**src/rtl/if_fetch_ctrl.sv**
```systemverilog
// if_fetch_ctrl -- instruction fetch control.
//
// Selects the next fetch PC source each cycle and sequences FENCE.I:
//   RUN -> INVAL (1 cycle, invalidate icache + fetch buffer)
//       -> INVAL_WAIT (until icache_inval_ack_i) -> RESUME (1 cycle, JUMP) -> RUN
// A debug redirect aborts the sequence from any state.
//
// Optional feature (macro FETCH_CTRL_TIMEOUT_EN): an outstanding icache request
// that gets no response for TIMEOUT_CYCLES cycles raises retry_fetch_o.
// Without the macro retry_fetch_o is tied low.
//
// Ports:
//   clk_i, rstn_i                         clock, async active-low reset
//   stall_i, stall_debug_i                pipeline stall / debug halt
//   jump_commit_i, jump_debug_i           commit / debug redirect
//   fence_i_req_i, icache_inval_ack_i     FENCE.I request / invalidation done
//   icache_req_valid_i, icache_resp_valid_i  request issued / response returned
//   next_pc_sel_o                         0 KEEP_PC, 1 BP_OR_PC_4, 2 JUMP, 3 DEBUG
//   invalidate_icache_o, invalidate_buffer_o, retry_fetch_o, busy_o
module if_fetch_ctrl #(
  parameter int unsigned TIMEOUT_CYCLES = 16
) (
  input  logic       clk_i,
  input  logic       rstn_i,
  input  logic       stall_i,
  input  logic       stall_debug_i,
  input  logic       jump_commit_i,
  input  logic       jump_debug_i,
  input  logic       fence_i_req_i,
  input  logic       icache_inval_ack_i,
  input  logic       icache_req_valid_i,
  input  logic       icache_resp_valid_i,
  output logic [1:0] next_pc_sel_o,
  output logic       invalidate_icache_o,
  output logic       invalidate_buffer_o,
  output logic       retry_fetch_o,
  output logic       busy_o
);

  localparam logic [1:0] SEL_KEEP  = 2'd0;
  localparam logic [1:0] SEL_PC4   = 2'd1;
  localparam logic [1:0] SEL_JUMP  = 2'd2;
  localparam logic [1:0] SEL_DEBUG = 2'd3;

  typedef enum logic [1:0] {RUN, INVAL, INVAL_WAIT, RESUME} state_t;

  state_t     state_q, state_d;
  logic [1:0] sel;
  logic       inval, busy;
  logic       flush;     // redirect or invalidation: drop outstanding/counter
  logic       tmo;       // timeout retry this cycle
  logic       out_q, out_d;

  always_ff @(posedge clk_i or negedge rstn_i) begin
    if (!rstn_i) begin
      state_q <= RUN;
      out_q   <= 1'b0;
    end else begin
      state_q <= state_d;
      out_q   <= out_d;
    end
  end

  always_comb begin
    state_d = state_q;
    sel     = SEL_KEEP;
    inval   = 1'b0;
    busy    = 1'b0;
    case (state_q)
      RUN: begin
        if (jump_debug_i)                        sel = SEL_DEBUG;
        else if (jump_commit_i)                  sel = SEL_JUMP;
        else if (stall_i || stall_debug_i || fence_i_req_i || tmo) sel = SEL_KEEP;
        else                                     sel = SEL_PC4;
        // FENCE.I rides along with a commit jump but yields to debug
        if (fence_i_req_i && !jump_debug_i) begin
          busy    = 1'b1;
          state_d = INVAL;
        end
      end
      INVAL: begin
        inval   = 1'b1;
        busy    = 1'b1;
        sel     = jump_debug_i ? SEL_DEBUG : SEL_KEEP;
        state_d = jump_debug_i ? RUN : INVAL_WAIT;
      end
      INVAL_WAIT: begin
        busy = 1'b1;
        sel  = jump_debug_i ? SEL_DEBUG : SEL_KEEP;
        if (jump_debug_i)            state_d = RUN;
        else if (icache_inval_ack_i) state_d = RESUME;
      end
      RESUME: begin
        // commit holds fence PC+4 on pc_jump
        busy    = 1'b1;
        sel     = jump_debug_i ? SEL_DEBUG : SEL_JUMP;
        state_d = RUN;
      end
      default: state_d = RUN;
    endcase
  end

  assign flush = (sel == SEL_JUMP) || (sel == SEL_DEBUG) || (state_q == INVAL);

  // Clear beats set; a same-cycle request and response leave the flag set.
  always_comb begin
    out_d = out_q;
    if (flush || tmo)             out_d = 1'b0;
    else if (icache_req_valid_i)  out_d = 1'b1;
    else if (icache_resp_valid_i) out_d = 1'b0;
  end

`ifdef FETCH_CTRL_TIMEOUT_EN
  logic [4:0] cnt_q, cnt_d;
  logic       pend;

  // A request issued this cycle already counts as outstanding.
  assign pend = out_q || icache_req_valid_i;
  assign tmo  = (state_q == RUN) && !jump_debug_i && !jump_commit_i && pend &&
                !icache_resp_valid_i && (cnt_q == 5'(TIMEOUT_CYCLES - 1));

  always_comb begin
    cnt_d = cnt_q;
    if (flush || tmo || icache_resp_valid_i) cnt_d = '0;
    else if (state_q == RUN && pend)         cnt_d = cnt_q + 5'd1;
  end

  always_ff @(posedge clk_i or negedge rstn_i) begin
    if (!rstn_i) cnt_q <= '0;
    else         cnt_q <= cnt_d;
  end
`else
  logic unused_out;
  assign tmo        = 1'b0;
  assign unused_out = out_q;
`endif

  // Outputs are forced to reset values while reset is held.
  assign next_pc_sel_o       = rstn_i ? sel : SEL_KEEP;
  assign invalidate_icache_o = rstn_i & inval;
  assign invalidate_buffer_o = rstn_i & inval;
  assign retry_fetch_o       = rstn_i & tmo;
  assign busy_o              = rstn_i & busy;

endmodule

```
**config.mk**
```make
export PLATFORM = sky130hd
export DESIGN_NAME = if_fetch_ctrl
export DESIGN_NICKNAME = d
export VERILOG_FILES = /design/src/rtl/if_fetch_ctrl.sv
export SDC_FILE = /design/constraint.sdc
export NUM_CORES = 1
export LEC_CHECK = 0
export ABC_AREA = 1
export CORE_AREA = 3 3 40 42
export CTS_CLUSTER_SIZE = 12
export DETAILED_ROUTE_END_ITERATION = 12
export DIE_AREA = 0 0 43 45
export HOLD_SLACK_MARGIN = 0.1
export SLEW_MARGIN = 10
export SYNTH_ARGS = -nofsm -noshare
export SYNTH_HDL_FRONTEND = slang
export SYNTH_SLANG_ARGS = --single-unit
```
**constraint.sdc**
```tcl
create_clock -name clk_i -period 1.6 [get_ports clk_i]
set_input_delay 0.32 -clock clk_i [delete_from_list [all_inputs] [get_ports clk_i]]
set_output_delay 0.32 -clock clk_i [all_outputs]
set_load 0.05 [all_outputs]
```
==> run_results.csv, run 1 <==
group,metric,value,unit
cells_and_area,largest_register_ffs,2,
clock_network,htree_num_levels,1,
worst_setup_path,worstPathCellList,"buf_4 -> ha_1 -> nor2_1 -> nand2_2 -> nand3_2 -> nor2_4 -> buf_12",
timing,post-route-worst-setup-slack,-111,ps
timing,maxSlewViolCount,0,
logic_synthesis,postSynthRegisterBits,2,
power_and_ir_drop,p_int,518,uW
floorplanning,dieArea,0.00194,mm^2
logic_synthesis,synthDominantCellAreaShare,0.223,
grt,grt_pass1_vias,308,
worst_setup_path,critPathBufInv,2,
drt,detailroute.via_count,319,
worst_setup_path,cp_slowest_cell,"sky130_fd_sc_hd__dfrtp_1",
min_path,timing.hold.worst.class,"input port to asynchronous set/reset pin",
outcome,failed_checks,"negative setup slack",
worst_setup_path,crit_path_max_fanout,3,
floorplanning,floorplan.io_pins,16,
floorplanning,die_width,43,um
drt,ant_nets,0,
logic_synthesis,synth_cells,43,
clock_network,post_cts_clock_slew_at_the_launch_and_capture_registers_of_the_worst_setup_and_hold_paths,30,ps
power_and_ir_drop,switching_share,0.459,
power_and_ir_drop,seq_pwr_share,0.088,
clock_network,cts_tree,"yes",
logic_synthesis,syn_avg_cell_area,6.52,um^2
power_and_ir_drop,combPwrFrac,0.796,
power_and_ir_drop,power.net_switching,439,uW
place,post-dp-hpwl,537,um
worst_setup_path,arrival_time_at_the_worst_endpoint,1390,ps
grt,grt_first_pass_wirelength,1.22,mm
cells_and_area,final_layout_size_suffix_gt1_frac,0.545,
power_and_ir_drop,power-per-cell-area,1580,mW/mm^2
timing,period_needed,1710,ps
floorplanning,fp.coreArea,0.00128,mm^2
logic_synthesis,synth_fp_nets,58,
logic_synthesis,synth_top_cells_by_area,"sky130_fd_sc_hd__ha_1 22%, sky130_fd_sc_hd__dfrtp_1 18%, sky130_fd_sc_hd__nand2_1 16%",
grt,grt_start_max_net_pins,6,
drt,totalWireLength,750,um
drt,wl_per_cell,9.26,um
worst_setup_path,critPathTopFamily,"flip-flops",
cells_and_area,design.final.nets,83,
cells_and_area,finalCoreUtilization,0.471,
place,buffers_added_on_ports,12,
logic_synthesis,yosys.cell_types.count,13,
cells_and_area,antenna_cells_inserted,0,
logic_synthesis,synth_seq_area_share,0.179,
cells_and_area,total_non_filler_cell_area_in_the_finished_layout,606,um^2
cells_and_area,largest_registers,"state_q: 2 flops",
clock_network,clk_path_buf_depth,2,
outcome,status,"finished, violations left",
place,globalplace.congestion,0.687,
clock_network,clock_latency,220,ps
worst_setup_path,cp-start-kind,"flop",
grt,globalRouteOverflowTotal,0,
timing,setup_total_negative_slack,-222,ps
timing,setup_violations,2,
place,placed_area,514,um^2
drt,vias_per_cell,3.94,
clock_network,clockRootBuffer,"sky130_fd_sc_hd__clkbuf_4",
timing,min_period_over_period,1.07,
grt,grt_antenna_before_repair,0,
floorplanning,std_cell_rows,13,
drt,drt_iter0_drc,0,
power_and_ir_drop,power.ir.vdd_worst,0.668,mV
floorplanning,initial_cell_density_of_the_core,0.218,
grt,grt.total_usage,0.0874,
worst_setup_path,cp_data_required_time,1280,ps
worst_setup_path,setup.worst_path.end_class,"output pin",
logic_synthesis,syn_area,280,um^2
cells_and_area,largest-register,"state_q",
worst_setup_path,crit_path_max_incr_delay,370,ps
clock_network,cts_buffers,3,
timing,highest_achievable_clock_rate,584,MHz
flow_run,timing.max_cap.violations,0,
clock_network,cts_sinks,2,
power_and_ir_drop,leakage,0.000305,uW
timing,worst_hold_slack,244,ps
timing,hold_viol,0,
floorplanning,floorplan.die.height,45,um
drt,post_route_drc,0,
logic_synthesis,synthDominantAreaCellType,"sky130_fd_sc_hd__ha_1",
cells_and_area,area_growth_syn_to_layout,116,%
place,place_ws,-145,ps
drt,first_pass_iters,1,
worst_setup_path,timing.setup.critical_path_class,"flop to output pin",
timing,grt_setup_unrepaired,"true",
power_and_ir_drop,pwr-share-clk,0.115,
timing,clock-skew-final,0.770,ps
logic_synthesis,yosysWarnings,0,
-- cell usage after synthesis --
library cell	instances
sky130_fd_sc_hd__nand2_1	12
sky130_fd_sc_hd__ha_1	5
sky130_fd_sc_hd__nand2_4	1
sky130_fd_sc_hd__inv_2	1
sky130_fd_sc_hd__nand3_1	3
sky130_fd_sc_hd__a21oi_1	2
sky130_fd_sc_hd__nor2_1	5
sky130_fd_sc_hd__buf_4	2
sky130_fd_sc_hd__nand2_2	3
sky130_fd_sc_hd__conb_1	1
sky130_fd_sc_hd__a21boi_1	1
sky130_fd_sc_hd__dfrtp_1	2
sky130_fd_sc_hd__inv_1	5
-- cell type report --
type                    instances  area (um^2)
clock buffers                   3         22.5
fillers                       131          679
inverters                       6         22.5
multi-input cells              33          249
flip-flops and latches          2         50.0
well taps                      15         18.8
repair buffers                 22          243
-- worst reg2reg max path, stage by stage, from the launching register on --
cell	delay [ps]
sky130_fd_sc_hd__dfrtp_1	350
sky130_fd_sc_hd__inv_2	70
sky130_fd_sc_hd__buf_4	130
sky130_fd_sc_hd__ha_1	210
sky130_fd_sc_hd__nand2_1	90
sky130_fd_sc_hd__nand2_1	50
sky130_fd_sc_hd__nand3_1	70
sky130_fd_sc_hd__nand2_1	60
-- stage by stage --
step           total power (uW)  cells
2_1_floorplan               464     43
3_3_place_gp                716     74
3_5_place_dp                718     74
4_1_cts                     945     81
5_1_grt                    1030     81
6_report                    957     81
-- power groups by stage --
stage                     Clock (uW)  Sequential (uW)  Combinational [uW]
after floorplan                    0             89.8                 374
after global placement             0             81.3                 635
after detailed placement           0             81.5                 637
after CTS                        120             84.4                 741
after global routing             116             87.6                 831
final                            110             84.6                 762
-- logic make-up after synthesis --
family,share of synthesized area
fa+ha+maj,0.223
other cells,0.0134
compound gates,0.0625
buf+inv,0.134
simple gates,0.388
flops,0.179
-- path summary, 6_finish.rpt --
check                                 from               end  slack (ps)  cells after the start
worst max-delay path            state_q[0]  next_pc_sel_o[0]        -110                      7
max in group asynchronous           rstn_i        state_q[1]        1270                      2
min in group clk_i              state_q[1]        state_q[1]         600                      3
worst min register to register  state_q[1]        state_q[1]         600                      3
worst max register to register  state_q[0]        state_q[0]         460                      7
worst min-delay path                rstn_i        state_q[0]         240                      2
-- placed cells by master (no fill, tap or decap) --
| master | synthesis | routed |
|---|---|---|
| sky130_fd_sc_hd__a21boi_2 | 0 | 1 |
| sky130_fd_sc_hd__a21oi_2 | 0 | 2 |
| sky130_fd_sc_hd__buf_12 | 0 | 5 |
| sky130_fd_sc_hd__buf_4 | 2 | 10 |
| sky130_fd_sc_hd__clkbuf_4 | 0 | 3 |
| sky130_fd_sc_hd__clkdlybuf4s50_1 | 0 | 5 |
| sky130_fd_sc_hd__conb_1 | 1 | 1 |
| sky130_fd_sc_hd__dfrtp_1 | 2 | 2 |
| sky130_fd_sc_hd__dlygate4sd2_1 | 0 | 2 |
| sky130_fd_sc_hd__ha_1 | 5 | 2 |
| sky130_fd_sc_hd__ha_2 | 0 | 1 |
| sky130_fd_sc_hd__ha_4 | 0 | 2 |
| sky130_fd_sc_hd__inv_1 | 5 | 2 |
| sky130_fd_sc_hd__inv_2 | 1 | 4 |
| sky130_fd_sc_hd__nand2_1 | 12 | 11 |
| sky130_fd_sc_hd__nand2_2 | 3 | 4 |
| sky130_fd_sc_hd__nand2_4 | 1 | 1 |
| sky130_fd_sc_hd__nand3_1 | 3 | 2 |
| sky130_fd_sc_hd__nand3_2 | 0 | 1 |
| sky130_fd_sc_hd__nor2_1 | 5 | 3 |
| sky130_fd_sc_hd__nor2_2 | 0 | 1 |
| sky130_fd_sc_hd__nor2_4 | 0 | 1 |
-- metal layers --
layer,vias up,wire [um],track usage
met5,-,0,0
met4,0,0,0.0723
met1,135,324,0.106
met3,0,52,0.0239
li1,173,-,-
met2,11,373,0.129
-- timing repair --
action | in CTS | in global routing
hold buffers | 0 | 0
setup buffers | 4 | 0
resized for setup | 10 | 3
endpoints found under the setup margin | 3 | 5
pin swaps | 5 | 2
(Power assumes the default switching activity.)
==> run 2: changes to the inputs <==
Settings changed: CELL_PAD_IN_SITES_DETAIL_PLACEMENT set to 0, CELL_PAD_IN_SITES_GLOBAL_PLACEMENT set to 1, PLACE_DENSITY_LB_ADDON set to 0.1.
==> run 2 against run 1 <==
The flow still finishes with violations (negative setup slack). Fmax down 0.12%. Critical path depth unchanged. First-iteration DRC count rose by 3. Clock power barely moved. Die area unchanged. Worst hold slack improved by 32 ps. Power increased by 4.0%. Sequential share of layout area fell by 0.28 points. Sequential cell count is the same. Utilization up 1.7 points. Register-to-register slack worse by 120 ps. Largest cell class unchanged. Largest power group unchanged.
==> run_results.csv, run 2 (synthesis gave the netlist of run 1 again) <==
group,metric,value,unit
worst_setup_path,critPathTopFamily,"flip-flops",
worst_setup_path,cp-start-kind,"flop",
power_and_ir_drop,pwr-share-clk,0.110,
clock_network,post_cts_clock_slew_at_the_launch_and_capture_registers_of_the_worst_setup_and_hold_paths,30,ps
place,buffers_added_on_ports,12,
worst_setup_path,r2r_setup_slack,340,ps
clock_network,clock_latency,220,ps
cells_and_area,finalCoreUtilization,0.488,
outcome,status,"finished, violations left",
drt,vias_per_cell,4.02,
power_and_ir_drop,combPwrFrac,0.806,
power_and_ir_drop,power.net_switching,459,uW
timing,grt_setup_unrepaired,"true",
worst_setup_path,critPathBufInv,2,
cells_and_area,antenna_cells_inserted,0,
worst_setup_path,arrival_time_at_the_worst_endpoint,1390,ps
clock_network,cts_sinks,2,
grt,grt_antenna_before_repair,0,
clock_network,clk_path_buf_depth,2,
floorplanning,dieArea,0.00194,mm^2
floorplanning,floorplan.io_pins,16,
floorplanning,initial_cell_density_of_the_core,0.218,
drt,detailroute.via_count,330,
timing,post-route-worst-setup-slack,-113,ps
min_path,timing.hold.worst.class,"input port to asynchronous set/reset pin",
cells_and_area,area_growth_syn_to_layout,124,%
outcome,failed_checks,"negative setup slack",
power_and_ir_drop,seq_pwr_share,0.084,
worst_setup_path,cp_data_required_time,1280,ps
cells_and_area,fillers,117,
power_and_ir_drop,switching_share,0.461,
worst_setup_path,worst_r2r_startpoint,"state_q[0]",
cells_and_area,largest_register_ffs,2,
cells_and_area,design.final.nets,84,
worst_setup_path,worstPathCellList,"buf_4 -> ha_1 -> nor2_1 -> nand2_2 -> nand3_2 -> nor2_4 -> buf_12",
power_and_ir_drop,p_int,536,uW
drt,wl_per_cell,9.54,um
power_and_ir_drop,power-per-cell-area,1590,mW/mm^2
timing,highest_achievable_clock_rate,584,MHz
grt,grt_first_pass_wirelength,1.21,mm
place,globalplace.congestion,0.799,
drt,totalWireLength,782,um
worst_setup_path,cp_slowest_cell,"sky130_fd_sc_hd__dfrtp_1",
grt,grt_start_max_net_pins,6,
worst_setup_path,timing.setup.critical_path_class,"flop to output pin",
cells_and_area,largest_registers,"state_q: 2 flops",
clock_network,htree_num_levels,1,
cells_and_area,final_layout_size_suffix_gt1_frac,0.567,
drt,ant_nets,0,
timing,clock-skew-final,0.0296,ps
clock_network,cts_buffers,3,
cells_and_area,mostFrequentLayoutCells,"11 x sky130_fd_sc_hd__buf_4, 10 x sky130_fd_sc_hd__nand2_1, 6 x sky130_fd_sc_hd__clkdlybuf4s50_1",
worst_setup_path,timing.reg2reg.worst_path_depth,8,
cells_and_area,multiInputGateArea,262,um^2
floorplanning,fp.coreArea,0.00128,mm^2
floorplanning,std_cell_rows,13,
floorplanning,die_width,43,um
power_and_ir_drop,power_after_layout,995,uW
flow_run,timing.max_cap.violations,0,
floorplanning,floorplan.die.height,45,um
drt,drt_iter0_drc,3,
timing,min_period_over_period,1.07,
clock_network,clockRootBuffer,"sky130_fd_sc_hd__clkbuf_4",
grt,grt.total_usage,0.0841,
worst_setup_path,crit_path_from,"state_q[0]",
grt,grt_pass1_vias,311,
drt,post_route_drc,0,
worst_setup_path,regToRegEndpoint,"state_q[0]",
drt,first_pass_iters,4,
timing,setup_total_negative_slack,-242,ps
power_and_ir_drop,power.ir.vdd_worst,0.685,mV
clock_network,cts_tree,"yes",
timing,setup_violations,3,
timing,maxSlewViolCount,0,
timing,hold_viol,0,
cells_and_area,largest-register,"state_q",
grt,globalRouteOverflowTotal,0,
place,place_ws,-127,ps
timing,period_needed,1710,ps
worst_setup_path,crit_path_max_incr_delay,370,ps
power_and_ir_drop,leakage,0.000310,uW
cells_and_area,final_common_cell,"sky130_fd_sc_hd__buf_4",
worst_setup_path,setup.worst_path.end_class,"output pin",
worst_setup_path,crit_path_max_fanout,3,
cells_and_area,layout.area.seq,50.0,um^2
place,post-dp-hpwl,609,um
==> run 2: changes by cell type in the layout (fill, tap and decap cells not counted), sizes merged <==
cell,before,now
buf,15,16
clkdlybuf4s50,5,6
dlygate4sd2,2,1
==> run 2: final cells by class <==
class                      count  share of cell area
inverter                       6              0.0359
sequential                     2              0.0798
timing repair buffer          23               0.401
clock buffer                   3              0.0359
tap                           15              0.0299
multi-input combinational     33               0.417
==> run 2: worst max path at each step <==
stage	end	slack, ps	depth (start not counted)
after floorplan	next_pc_sel_o[1]	-40	6
after global placement	next_pc_sel_o[0]	-120	6
after detailed placement	next_pc_sel_o[0]	-130	6
after CTS	next_pc_sel_o[0]	-110	7
after global routing	next_pc_sel_o[0]	-180	7
final	next_pc_sel_o[0]	-110	7
==> run 2: routing by layer <==
layer  vias to the layer above  track usage  share of wire
met5                         -            0              0
met2                         9        0.156           0.51
met3                         0      0.00797          0.077
met4                         0       0.0542              0
met1                       144       0.0916           0.42
li1                        177            -              -
==> run 2: metrics by stage <==
| step | cell area [um^2] | hold WS, ps | instances |
|---|---|---|---|
| finish | 627 | 276 | 82 |
| detailed placement | 522 | 581 | 75 |
| CTS | 619 | 276 | 81 |
| global placement | 522 | 583 | 75 |
| floorplan | 295 | 24.4 | 43 |
| global route | 627 | 280 | 82 |
==> run 2: repair_timing <==
action | CTS | global route
pin swaps | 4 | 0
hold buffers | 0 | 0
setup buffers | 3 | 1
setup endpoints to repair | 5 | 5
resized for setup | 15 | 0
==> run 2: power groups by stage <==
stage          logic, uW  clock network (uW)  registers (uW)
3_3_place_gp         640                   0            81.1
3_5_place_dp         645                   0            81.1
4_1_cts              786                 118            84.1
2_1_floorplan        374                   0            89.8
5_1_grt              848                 121            88.4
6_report             802                 109            84.0
==> run 2: worst reg2reg max path, stage by stage (launching register included) <==
cell and delay (ps):
sky130_fd_sc_hd__dfrtp_1 340, sky130_fd_sc_hd__inv_2 70, sky130_fd_sc_hd__buf_4 130, sky130_fd_sc_hd__buf_4 120, sky130_fd_sc_hd__ha_1 210, sky130_fd_sc_hd__nand2_1 90
sky130_fd_sc_hd__nand2_1 50, sky130_fd_sc_hd__nand3_1 70, sky130_fd_sc_hd__nand2_1 60
